`src/rtl/avmm_pio_ctrl.sv`:
```
// rtl/avmm_pio_ctrl.sv - Avalon-MM PIO: LED output register, debounced inputs, rising-edge capture, level IRQ
//
// Ports:
//   clk_clk, reset_reset_n     clock, asynchronous active-low reset
//   avs_address/read/write     register word address and single-cycle strobes
//   avs_writedata              write data (bits above a register's width are dropped)
//   avs_readdata/datavalid     registered read data, valid exactly one cycle after avs_read
//   irq                        registered OR(EDGE_CAP & IRQ_MASK)
//   pio_leds_export            DATA_OUT register
//   pio_continue_export        raw asynchronous inputs
//
// Register map (word addresses):
//   0 DATA_IN (RO)  1 DATA_OUT (RW)  2 IRQ_MASK (RW)  3 EDGE_CAP (W1C)
//   4 OUTSET (WO)   5 OUTCLR (WO)    6-7 reserved
// OUT_W and IN_W must not exceed 32 (they share the 32-bit data bus).

module avmm_pio_ctrl #(
  parameter int OUT_W           = 8,
  parameter int IN_W            = 1,
  parameter int DEBOUNCE_CYCLES = 50000
) (
  input  logic              clk_clk,
  input  logic              reset_reset_n,
  input  logic [2:0]        avs_address,
  input  logic              avs_read,
  input  logic              avs_write,
  input  logic [31:0]       avs_writedata,
  output logic [31:0]       avs_readdata,
  output logic              avs_readdatavalid,
  output logic              irq,
  output logic [OUT_W-1:0]  pio_leds_export,
  input  logic [IN_W-1:0]   pio_continue_export
);

  localparam int                 CNT_W    = $clog2(DEBOUNCE_CYCLES + 1);
  localparam logic [CNT_W-1:0]   CNT_LAST = CNT_W'(DEBOUNCE_CYCLES - 1);
  localparam logic [CNT_W-1:0]   CNT_ONE  = CNT_W'(1);

  localparam logic [2:0] A_DATA_IN  = 3'd0;
  localparam logic [2:0] A_DATA_OUT = 3'd1;
  localparam logic [2:0] A_IRQ_MASK = 3'd2;
  localparam logic [2:0] A_EDGE_CAP = 3'd3;
  localparam logic [2:0] A_OUTSET   = 3'd4;
  localparam logic [2:0] A_OUTCLR   = 3'd5;

  logic [IN_W-1:0]  sync1_q, sync2_q;
  logic [CNT_W-1:0] cnt_q [IN_W];
  logic [CNT_W-1:0] cnt_d [IN_W];
  logic [IN_W-1:0]  deb_q, deb_d;
  logic [OUT_W-1:0] data_out_q, data_out_d;
  logic [IN_W-1:0]  irq_mask_q, irq_mask_d;
  logic [IN_W-1:0]  edge_cap_q, edge_cap_d;
  logic             irq_q, irq_d;
  logic [31:0]      rdata_q, rdata_d;
  logic             rvalid_q, rvalid_d;

  logic             wr_en, rd_en;
  logic [IN_W-1:0]  w1c;
  logic [31:0]      rd_mux;
  logic             unused_wdata;

  // Upper writedata bits are intentionally dropped for narrow registers.
  assign unused_wdata = ^avs_writedata;

  // A simultaneous read and write is treated as a write only.
  assign wr_en = avs_write;
  assign rd_en = avs_read & ~avs_write;

  // Debounce: each channel counts consecutive cycles where the synced input
  // disagrees with the accepted value; any agreement restarts the count.
  always_comb begin
    deb_d = deb_q;
    for (int i = 0; i < IN_W; i++) begin
      cnt_d[i] = cnt_q[i];
      if (sync2_q[i] == deb_q[i]) begin
        cnt_d[i] = '0;
      end else if (cnt_q[i] == CNT_LAST) begin
        cnt_d[i] = '0;
        deb_d[i] = sync2_q[i];
      end else begin
        cnt_d[i] = cnt_q[i] + CNT_ONE;
      end
    end
  end

  always_comb begin
    data_out_d = data_out_q;
    irq_mask_d = irq_mask_q;
    w1c        = '0;
    if (wr_en) begin
      case (avs_address)
        A_DATA_OUT: data_out_d = avs_writedata[OUT_W-1:0];
        A_IRQ_MASK: irq_mask_d = avs_writedata[IN_W-1:0];
        A_EDGE_CAP: w1c        = avs_writedata[IN_W-1:0];
        A_OUTSET:   data_out_d = data_out_q | avs_writedata[OUT_W-1:0];
        A_OUTCLR:   data_out_d = data_out_q & ~avs_writedata[OUT_W-1:0];
        default:    ;
      endcase
    end
    // The set term is ORed in last so a new rising edge beats a same-cycle clear.
    edge_cap_d = (edge_cap_q & ~w1c) | (deb_d & ~deb_q);
    irq_d      = |(edge_cap_q & irq_mask_q);
  end

  always_comb begin
    rd_mux = '0;
    case (avs_address)
      A_DATA_IN:  rd_mux[IN_W-1:0]  = deb_q;
      A_DATA_OUT: rd_mux[OUT_W-1:0] = data_out_q;
      A_IRQ_MASK: rd_mux[IN_W-1:0]  = irq_mask_q;
      A_EDGE_CAP: rd_mux[IN_W-1:0]  = edge_cap_q;
      default:    rd_mux = '0;
    endcase
    rdata_d  = rd_en ? rd_mux : rdata_q;
    rvalid_d = rd_en;
  end

  always_ff @(posedge clk_clk or negedge reset_reset_n) begin
    if (!reset_reset_n) begin
      sync1_q    <= '0;
      sync2_q    <= '0;
      for (int i = 0; i < IN_W; i++) cnt_q[i] <= '0;
      deb_q      <= '0;
      data_out_q <= '0;
      irq_mask_q <= '0;
      edge_cap_q <= '0;
      irq_q      <= 1'b0;
      rdata_q    <= '0;
      rvalid_q   <= 1'b0;
    end else begin
      sync1_q    <= pio_continue_export;
      sync2_q    <= sync1_q;
      for (int i = 0; i < IN_W; i++) cnt_q[i] <= cnt_d[i];
      deb_q      <= deb_d;
      data_out_q <= data_out_d;
      irq_mask_q <= irq_mask_d;
      edge_cap_q <= edge_cap_d;
      irq_q      <= irq_d;
      rdata_q    <= rdata_d;
      rvalid_q   <= rvalid_d;
    end
  end

  assign avs_readdata      = rdata_q;
  assign avs_readdatavalid = rvalid_q;
  assign irq               = irq_q;
  assign pio_leds_export   = data_out_q;

endmodule

```
`config.mk`:
```
export PLATFORM = sky130hd
export DESIGN_NAME = avmm_pio_ctrl
export DESIGN_NICKNAME = d
export VERILOG_FILES = /design/src/rtl/avmm_pio_ctrl.sv
export SDC_FILE = /design/constraint.sdc
export NUM_CORES = 1
export LEC_CHECK = 0
export CAP_MARGIN = 20
export CORE_MARGIN = 3
export CORE_UTILIZATION = 45
export DETAILED_ROUTE_END_ITERATION = 10
export PLACE_DENSITY = 0.85
export SYNTH_ARGS = -nofsm -noshare
export SYNTH_HDL_FRONTEND = slang
export SYNTH_SLANG_ARGS = --single-unit
export TNS_END_PERCENT = 20
```
`constraint.sdc`:
```
create_clock -name clk_clk -period 2.6 [get_ports clk_clk]
set_input_delay 0.65 -clock clk_clk [delete_from_list [all_inputs] [get_ports clk_clk]]
set_output_delay 0.65 -clock clk_clk [all_outputs]
set_load 0.005 [all_outputs]
```
# Word-level counts from Yosys, hierarchy flattened
# Cells that the tools add are included.
# totals
in_bits	40
out_inout_bits	42
word_cells	42
register_bits	39
# op_classes
eq_ne	7
n_reduce_logical	4
mux	9
bitwise	11
add_sub_neg	1
# ops
op	n
16-bit two-way mux	2
8-bit case mux with 3 select lines	1
16-bit by 1-bit adder with 16-bit output, second input constant	1
16-bit equality test, second input constant	1
8-bit bitwise AND	1
8-bit inverter	1
8-bit bitwise OR	1
7-bit two-way mux	1
3-bit by 2-bit equality test with 1-bit output, second input constant	2
3-bit equality test, second input constant	2
1-bit bitwise AND	4
1-bit two-way mux	4
1-bit case mux with 4 select lines	1
2-bit AND reduction	2
3-bit by 1-bit equality test with 1-bit output, second input constant	1
3-bit zero test	1
1-bit inverter	3
3-bit nonzero test	1
1-bit equality test	1
1-bit bitwise OR	1

# Depth between registers and ports, before layout
# Gate-level depths: netlist (run 1).
# depth
ltp_word	6
ltp_mapped	5
depth_no_buf	5

# Worst setup path after synthesis (run 1)
# OpenSTA, ideal clock, no wires.
# synth_path
path_type	reg-to-reg
from	register cnt_q[12] (netlist bit)
to	register deb_q
setup_time_ns	0.125
synth_period_minus_slack_ns	1.657
n_path_buf	0
stages_incl_launch_ff	5
arrival_time_ns	1.532
slack_ns	0.943
required_time_ns	2.475
path_cell_list	dfrtp_1 -> nor4_1 -> nand3b_1 -> nor4_1 -> mux2_2
# synth_between
elab_chain_len	3
# synth_rtl
element	line_no	source
from (decl)	47	logic [CNT_W-1:0] cnt_q [IN_W];
16-bit equality test	77	end else if (cnt_q[i] == CNT_LAST) begin
1-bit two-way mux	77	
1-bit two-way mux	75	if (sync2_q[i] == deb_q[i]) begin
named net deb_d	49	logic [IN_W-1:0] deb_q, deb_d;
to (signal assigned)	123	deb_q <= '0;
to (signal assigned)	134	deb_q <= deb_d;
to (decl)	49	
# The timed path passes the listed nets, and every way through them passes these cells.
# A chain may end at the register's enable or synchronous reset.

==> impl_metrics.toml, run 1 <==
[timing]
slew-limit-headroom_pct = 45.62
finalCritPeriodShare_pct = 73.94
tns_ns = 0
maxSlewViolCount = 0
finClkSkew_ns = 0.003423
setup_viol_count_final = 0
hold_viol = 0
max_freq_ghz = 0.5202
min_period_ns = 1.922
tightest_slew_ns = 0.8157
rsz0062_at_grt = "false"

[pwr]
p_per_area_nw_per_um2 = 573.7
p_leak_nw = 1.008
ir_drop_mv = 0.3946

[global_route]
grt_pass1_vias = 1248
grt_pass1_wl_um = 5658
grt.total_usage_pct = 14.56
grt_max_degree = 40
overflow = 0
antenna_found_initial = 0

[worst_setup_path]
worstSetupPathType = "flip-flop to flip-flop"
required_ns = 2.78
rrSetupSlack_ns = 0.68
cp_slowest_cell = "o41ai_4"
cpPeakStageDelay_ns = 0.57
critPathArrivalTime_ns = 2.10
cp_max_fo = 10
worstPathCellList = "nor4_1 > nand3b_1 > o41ai_4 > buf_4 > nor2_1"
end_kind = "flip-flop"
crit_buf_inv = 1
reg2regPathDepth = 5
reg2reg_from = "cnt_q[12]"
path_delay_family = "compound AO/OA/AOI/OAI gates"
crit_path_start_kind = "flip-flop"
r2r-end = "cnt_q[14]"

[floorplan]
rows = 22
die_h_um = 70.99
num_io_pins = 82
start_util_pct = 49.32
core_area_um2 = 3854
dieArea_um2 = 5040
fp.dieW_um = 70.99

[worst_hold_path]
min_path_cells = 0
worst_hold_startpoint = "sync1_q"
min_to = "sync2_q"
hp-class = "flip-flop to flip-flop"

[yosys]
synth_edf_count = 0
syn_area_per_cell_um2 = 10.80
synth-warning-count = 0
syn_area_um2 = 1901
synthTopCellsByArea = "dfrtp_1 (51%), buf_4 (9.5%), a22o_1 (6.9%), xnor2_1 (6.0%), nor2_1 (4.1%)"
synthFlopType = "dfrtp_1"
netlist_instances = 176
ys_types = 28
yosys_register_bits = 39
ys_seq_area_share_pct = 51.35
synth_top_area_cell = "dfrtp_1"
ys_async_sr_fraction_pct = 100.0
synth_top_area_share_pct = 51.35

[clocking]
cts_resized = 0
ctsHoldBuffers = 0
cts-root-buf = "clkbuf_8"
clkTransAtPathRegs_ns = 0.07
cts_tree = "done"
clockBufferDepth = 2
cts_num_sinks = 39
clk_latency_ns = 0.29
htreeDepth = 2
cts_inserted_buffers = 5
cts_setup_buffers = 0

[routing]
ant_nets = 0
first_iter_violations = 111
route.detailed.wl_per_inst_um = 13.56
post_drt_via_cell_ratio = 5.125
routed-via-count = 1353
drt_pre_antenna_iters = 4
drt_wl_total_um = 3580
drc_errors = 0

[layout]
syn_to_final_growth_pct = 21.00
drive_gt1_share_pct = 8.796
finalNetCount = 256
diodes = 0
final_cell_mix = "dfrtp_1 (39), clkdlybuf4s50_1 (32), conb_1 (24), nor2_1 (21), a22o_1 (15)"
largest_register = "cnt_q"
final_cell_area_um2 = 2300
final_common_cell = "dfrtp_1"
largest_reg_flops = 16

[flow_run]
cap_viol_max_count = 0

[placement]
gp_congestion = 0.8378
io_buffers = 33
dpl_cell_area_um2 = 2196
dpl.hpwl_um = 2639

[run_status]
status = "finished clean"
-- worst max path at each step --
stage	depth (start not counted)	start	slack [ns]	end
6_report	5	cnt_q[12]	0.68	cnt_q[14]
5_1_grt	5	cnt_q[12]	0.54	cnt_q[14]
4_1_cts	5	cnt_q[12]	0.68	cnt_q[14]
3_5_place_dp	4	avs_address[0]	0.44	pio_leds_export[5]
3_3_place_gp	5	avs_write	0.50	avs_readdata[1]
2_1_floorplan	4	cnt_q[12]	0.94	deb_q
-- kinds of logic (layout without fill, tap and decap cells) --
| kind of cell | after synthesis | count (layout) | synth area share, % |
|---|---|---|---|
| AO/OA/AOI/OAI | 27 | 27 | 11.59 |
| XOR/XNOR | 16 | 16 | 7.374 |
| adder cells (fa/ha/maj) | 1 | 1 | 0.6582 |
| buffers and inverters | 34 | 51 | 11.85 |
| flip-flops | 39 | 39 | 51.35 |
| multiplexers | 3 | 3 | 2.370 |
| other | 1 | 24 | 0.1973 |
| AND/OR/NAND/NOR | 55 | 55 | 14.62 |
-- report_power, final --
part           internal, mW  total, mW  switching, mW
clock network         0.241      0.445          0.204
registers             0.650      0.684         0.0343
logic                 0.117      0.190         0.0736
total                  1.01       1.32          0.312
-- cell type report --
class / instances / area [µm²]
fillers: 327 / 1554
clock inverters: 1 / 7.507
multi-input cells: 126 / 785.8
inverters: 7 / 26.28
repair buffers: 36 / 347.8
well taps: 48 / 60.06
clock buffers: 7 / 96.34
flip-flops and latches: 39 / 975.9
-- metrics by stage --
stage                     hold WS [ns]  worst slack [ns]  util [%]  power [mW]  cells
final                           0.3501            0.6775     59.68       1.319    264
after detailed placement        0.3347            0.4415     56.98      0.8891    256
after floorplan                 0.3312            0.9431         -      0.7872    199
after global placement          0.3327            0.5041     56.98      0.8829    256
after CTS                       0.3512            0.6764     59.68       1.333    264
after global routing            0.3747            0.5428     59.68       1.391    264
-- synthesized netlist by cell type, drive strengths merged (2+ instances only) --
cell type,number
dfrtp,39
buf,25
nor2,21
a22o,15
xnor2,13
o21ai,9
nand2,8
inv,7
nand3,6
nor4,6
nand4,4
nor3,4
xor2,3
clkbuf,2
mux2,2
-- metal layers --
layer	wire, µm	up-vias	global-route usage (%)
met4	55	0	5.637
li1	-	641	-
met2	1850	37	24.41
met5	0	-	0
met3	154	5	4.688
met1	1520	670	17.40
Power figures use the tool's default switching activity.
==> run 2: changes to the inputs <==
--- a/config.mk
+++ b/config.mk
@@ -7,9 +7,9 @@
 export LEC_CHECK = 0
 export CAP_MARGIN = 20
 export CORE_MARGIN = 3
-export CORE_UTILIZATION = 45
+export CORE_UTILIZATION = 42
 export DETAILED_ROUTE_END_ITERATION = 10
-export PLACE_DENSITY = 0.85
+export PLACE_DENSITY = 0.8
 export SYNTH_ARGS = -nofsm -noshare
 export SYNTH_HDL_FRONTEND = slang
 export SYNTH_SLANG_ARGS = --single-unit
==> constraint.sdc (replaced) <==
create_clock -name clk_clk -period 2 [get_ports clk_clk]
set_input_delay 0.5 -clock clk_clk [delete_from_list [all_inputs] [get_ports clk_clk]]
set_output_delay 0.5 -clock clk_clk [all_outputs]
set_load 0.005 [all_outputs]
==> impl_metrics.toml, run 2 (synthesis gave the netlist of run 1 again) <==
[routing]
drt_pre_antenna_iters = 4
drc_errors = 0
ant_nets = 0
routed-via-count = 1326
first_iter_violations = 78
drt_wl_total_um = 3519
post_drt_via_cell_ratio = 4.929
route.detailed.wl_per_inst_um = 13.08

[worst_hold_path]
hp-class = "input pin to asynchronous set/reset pin"

[timing]
rsz0062_at_grt = "false"
slew-limit-headroom_pct = 62.42
finClkSkew_ns = 0.003433
min_period_ns = 1.810
max_freq_ghz = 0.5524
setup_viol_count_final = 0
finalCritPeriodShare_pct = 90.52
hold_viol = 0
tightest_slew_ns = 0.5613
maxSlewViolCount = 0
tns_ns = 0

[floorplan]
die_h_um = 73.27
start_util_pct = 45.55
core_area_um2 = 4173
fp.dieW_um = 73.27
rows = 23
num_io_pins = 82
dieArea_um2 = 5368

[global_route]
grt.total_usage_pct = 14.26
grt_max_degree = 23
grt_pass1_vias = 1233
antenna_found_initial = 0
grt_pass1_wl_um = 5871
overflow = 0

[layout]
final_common_cell = "dfrtp_1"
fillers = 348
diodes = 0
drive_gt1_share_pct = 10.50
final_cell_area_um2 = 2335
final_cell_mix = "dfrtp_1 (39), clkdlybuf4s50_1 (32), conb_1 (24), nor2_1 (21), a22o_1 (15)"
largest_reg_flops = 16
syn_to_final_growth_pct = 22.84
largest_register = "cnt_q"
finalNetCount = 260

[clocking]
htreeDepth = 2
clkTransAtPathRegs_ns = 0.07
ctsHoldBuffers = 0
clockBufferDepth = 2
cts_num_sinks = 39
cts_tree = "done"
cts_setup_buffers = 0
clk_latency_ns = 0.28
cts_inserted_buffers = 5
cts-root-buf = "clkbuf_8"

[pwr]
ir_drop_mv = 0.3851
p_per_area_nw_per_um2 = 714.8
p_leak_nw = 1.029

[worst_setup_path]
critPathArrivalTime_ns = 1.98
path_delay_family = "simple AND/OR/NAND/NOR gates"
crit_buf_inv = 0
r2r-end = "deb_q"
reg2reg_from = "cnt_q[12]"
worstPathCellList = "nor4_1 > nand3b_1 > nor4_2 > mux2_2"
startpoint = "cnt_q[12]"
required_ns = 2.17
rrSetupSlack_ns = 0.19
cp_max_fo = 4
cp_slowest_cell = "dfrtp_1"
cp.depth = 4
worstSetupPathType = "flip-flop to flip-flop"
crit_path_start_kind = "flip-flop"
endpoint = "deb_q"
reg2regPathDepth = 4
cpPeakStageDelay_ns = 0.42
end_kind = "flip-flop"

[placement]
dpl_cell_area_um2 = 2241
io_buffers = 33
gp_congestion = 0.8372
dpl.hpwl_um = 2695

[flow_run]
cap_viol_max_count = 0

[run_status]
status = "finished clean"
[run 2: cell types whose count changed in the layout (fill, tap and decap cells not counted), sizes merged]
| cell | before | now |
|---|---|---|
| clkinv | 0 | 1 |
| buf | 4 | 8 |
| clkbuf | 7 | 6 |
| clkinvlp | 1 | 0 |
[run 2: layer usage]
metal	share of wire, %	wire length (µm)	GRT usage (%)	vias to the layer above
met5	0	0	0	-
met4	1.5	53	7.172	0
met3	4.9	172	3.283	7
met2	50	1774	21.35	43
met1	43	1520	19.30	633
li1	-	-	-	643
[run 2: final cells by class]
cell class / count / area, µm² / share of cell area (%)
Clock buffer: 6 / 82.58 / 3.537
Clock inverter: 1 / 5.005 / 0.2144
Inverter: 7 / 26.28 / 1.125
Multi-Input combinational cell: 126 / 792.0 / 33.92
Sequential cell: 39 / 975.9 / 41.80
Tap cell: 50 / 62.56 / 2.680
Timing Repair Buffer: 40 / 390.4 / 16.72
[run 2: worst min path at each step]
stage	start	to	slack (ns)	depth (start not counted)
global placement	sync1_q	sync2_q	0.33	0
floorplan	reset_reset_n	avs_readdata[0]	0.20	0
detailed placement	sync1_q	sync2_q	0.34	0
finish	reset_reset_n	cnt_q[0]	0.14	1
global route	reset_reset_n	cnt_q[0]	0.16	1
CTS	reset_reset_n	cnt_q[3]	0.15	1
[run 2: power by group]
group / leakage, nW / internal (mW) / switching, mW
Clock: 0.0470 / 0.270 / 0.252
Sequential: 0.519 / 0.845 / 0.0457
Combinational: 0.463 / 0.158 / 0.0976
[run 2: worst register-to-register path, stage by stage, from the launching register on]
cell	delay, ns
dfrtp_1	0.42
nor4_1	0.35
nand3b_1	0.20
nor4_2	0.35
mux2_2	0.37
[run 2: repair_timing]
action,4_1_cts,5_1_grt
endpoints found under the setup margin,0,1
resized for setup,0,1
hold endpoints to repair,0,0
[run 2: metrics by stage]
stage               hold WS (ns)  utilization, %  power, mW  worst slack, ns  instances
CTS                       0.1475           55.80      1.684           0.1056        269
detailed placement        0.3448           53.70      1.163          0.01496        262
global placement          0.3326           53.70      1.155          0.06193        262
floorplan                 0.2044               -      1.023           0.3431        199
global route              0.1605           55.95      1.750          0.04223        269
finish                    0.1373           55.95      1.669           0.1896        269
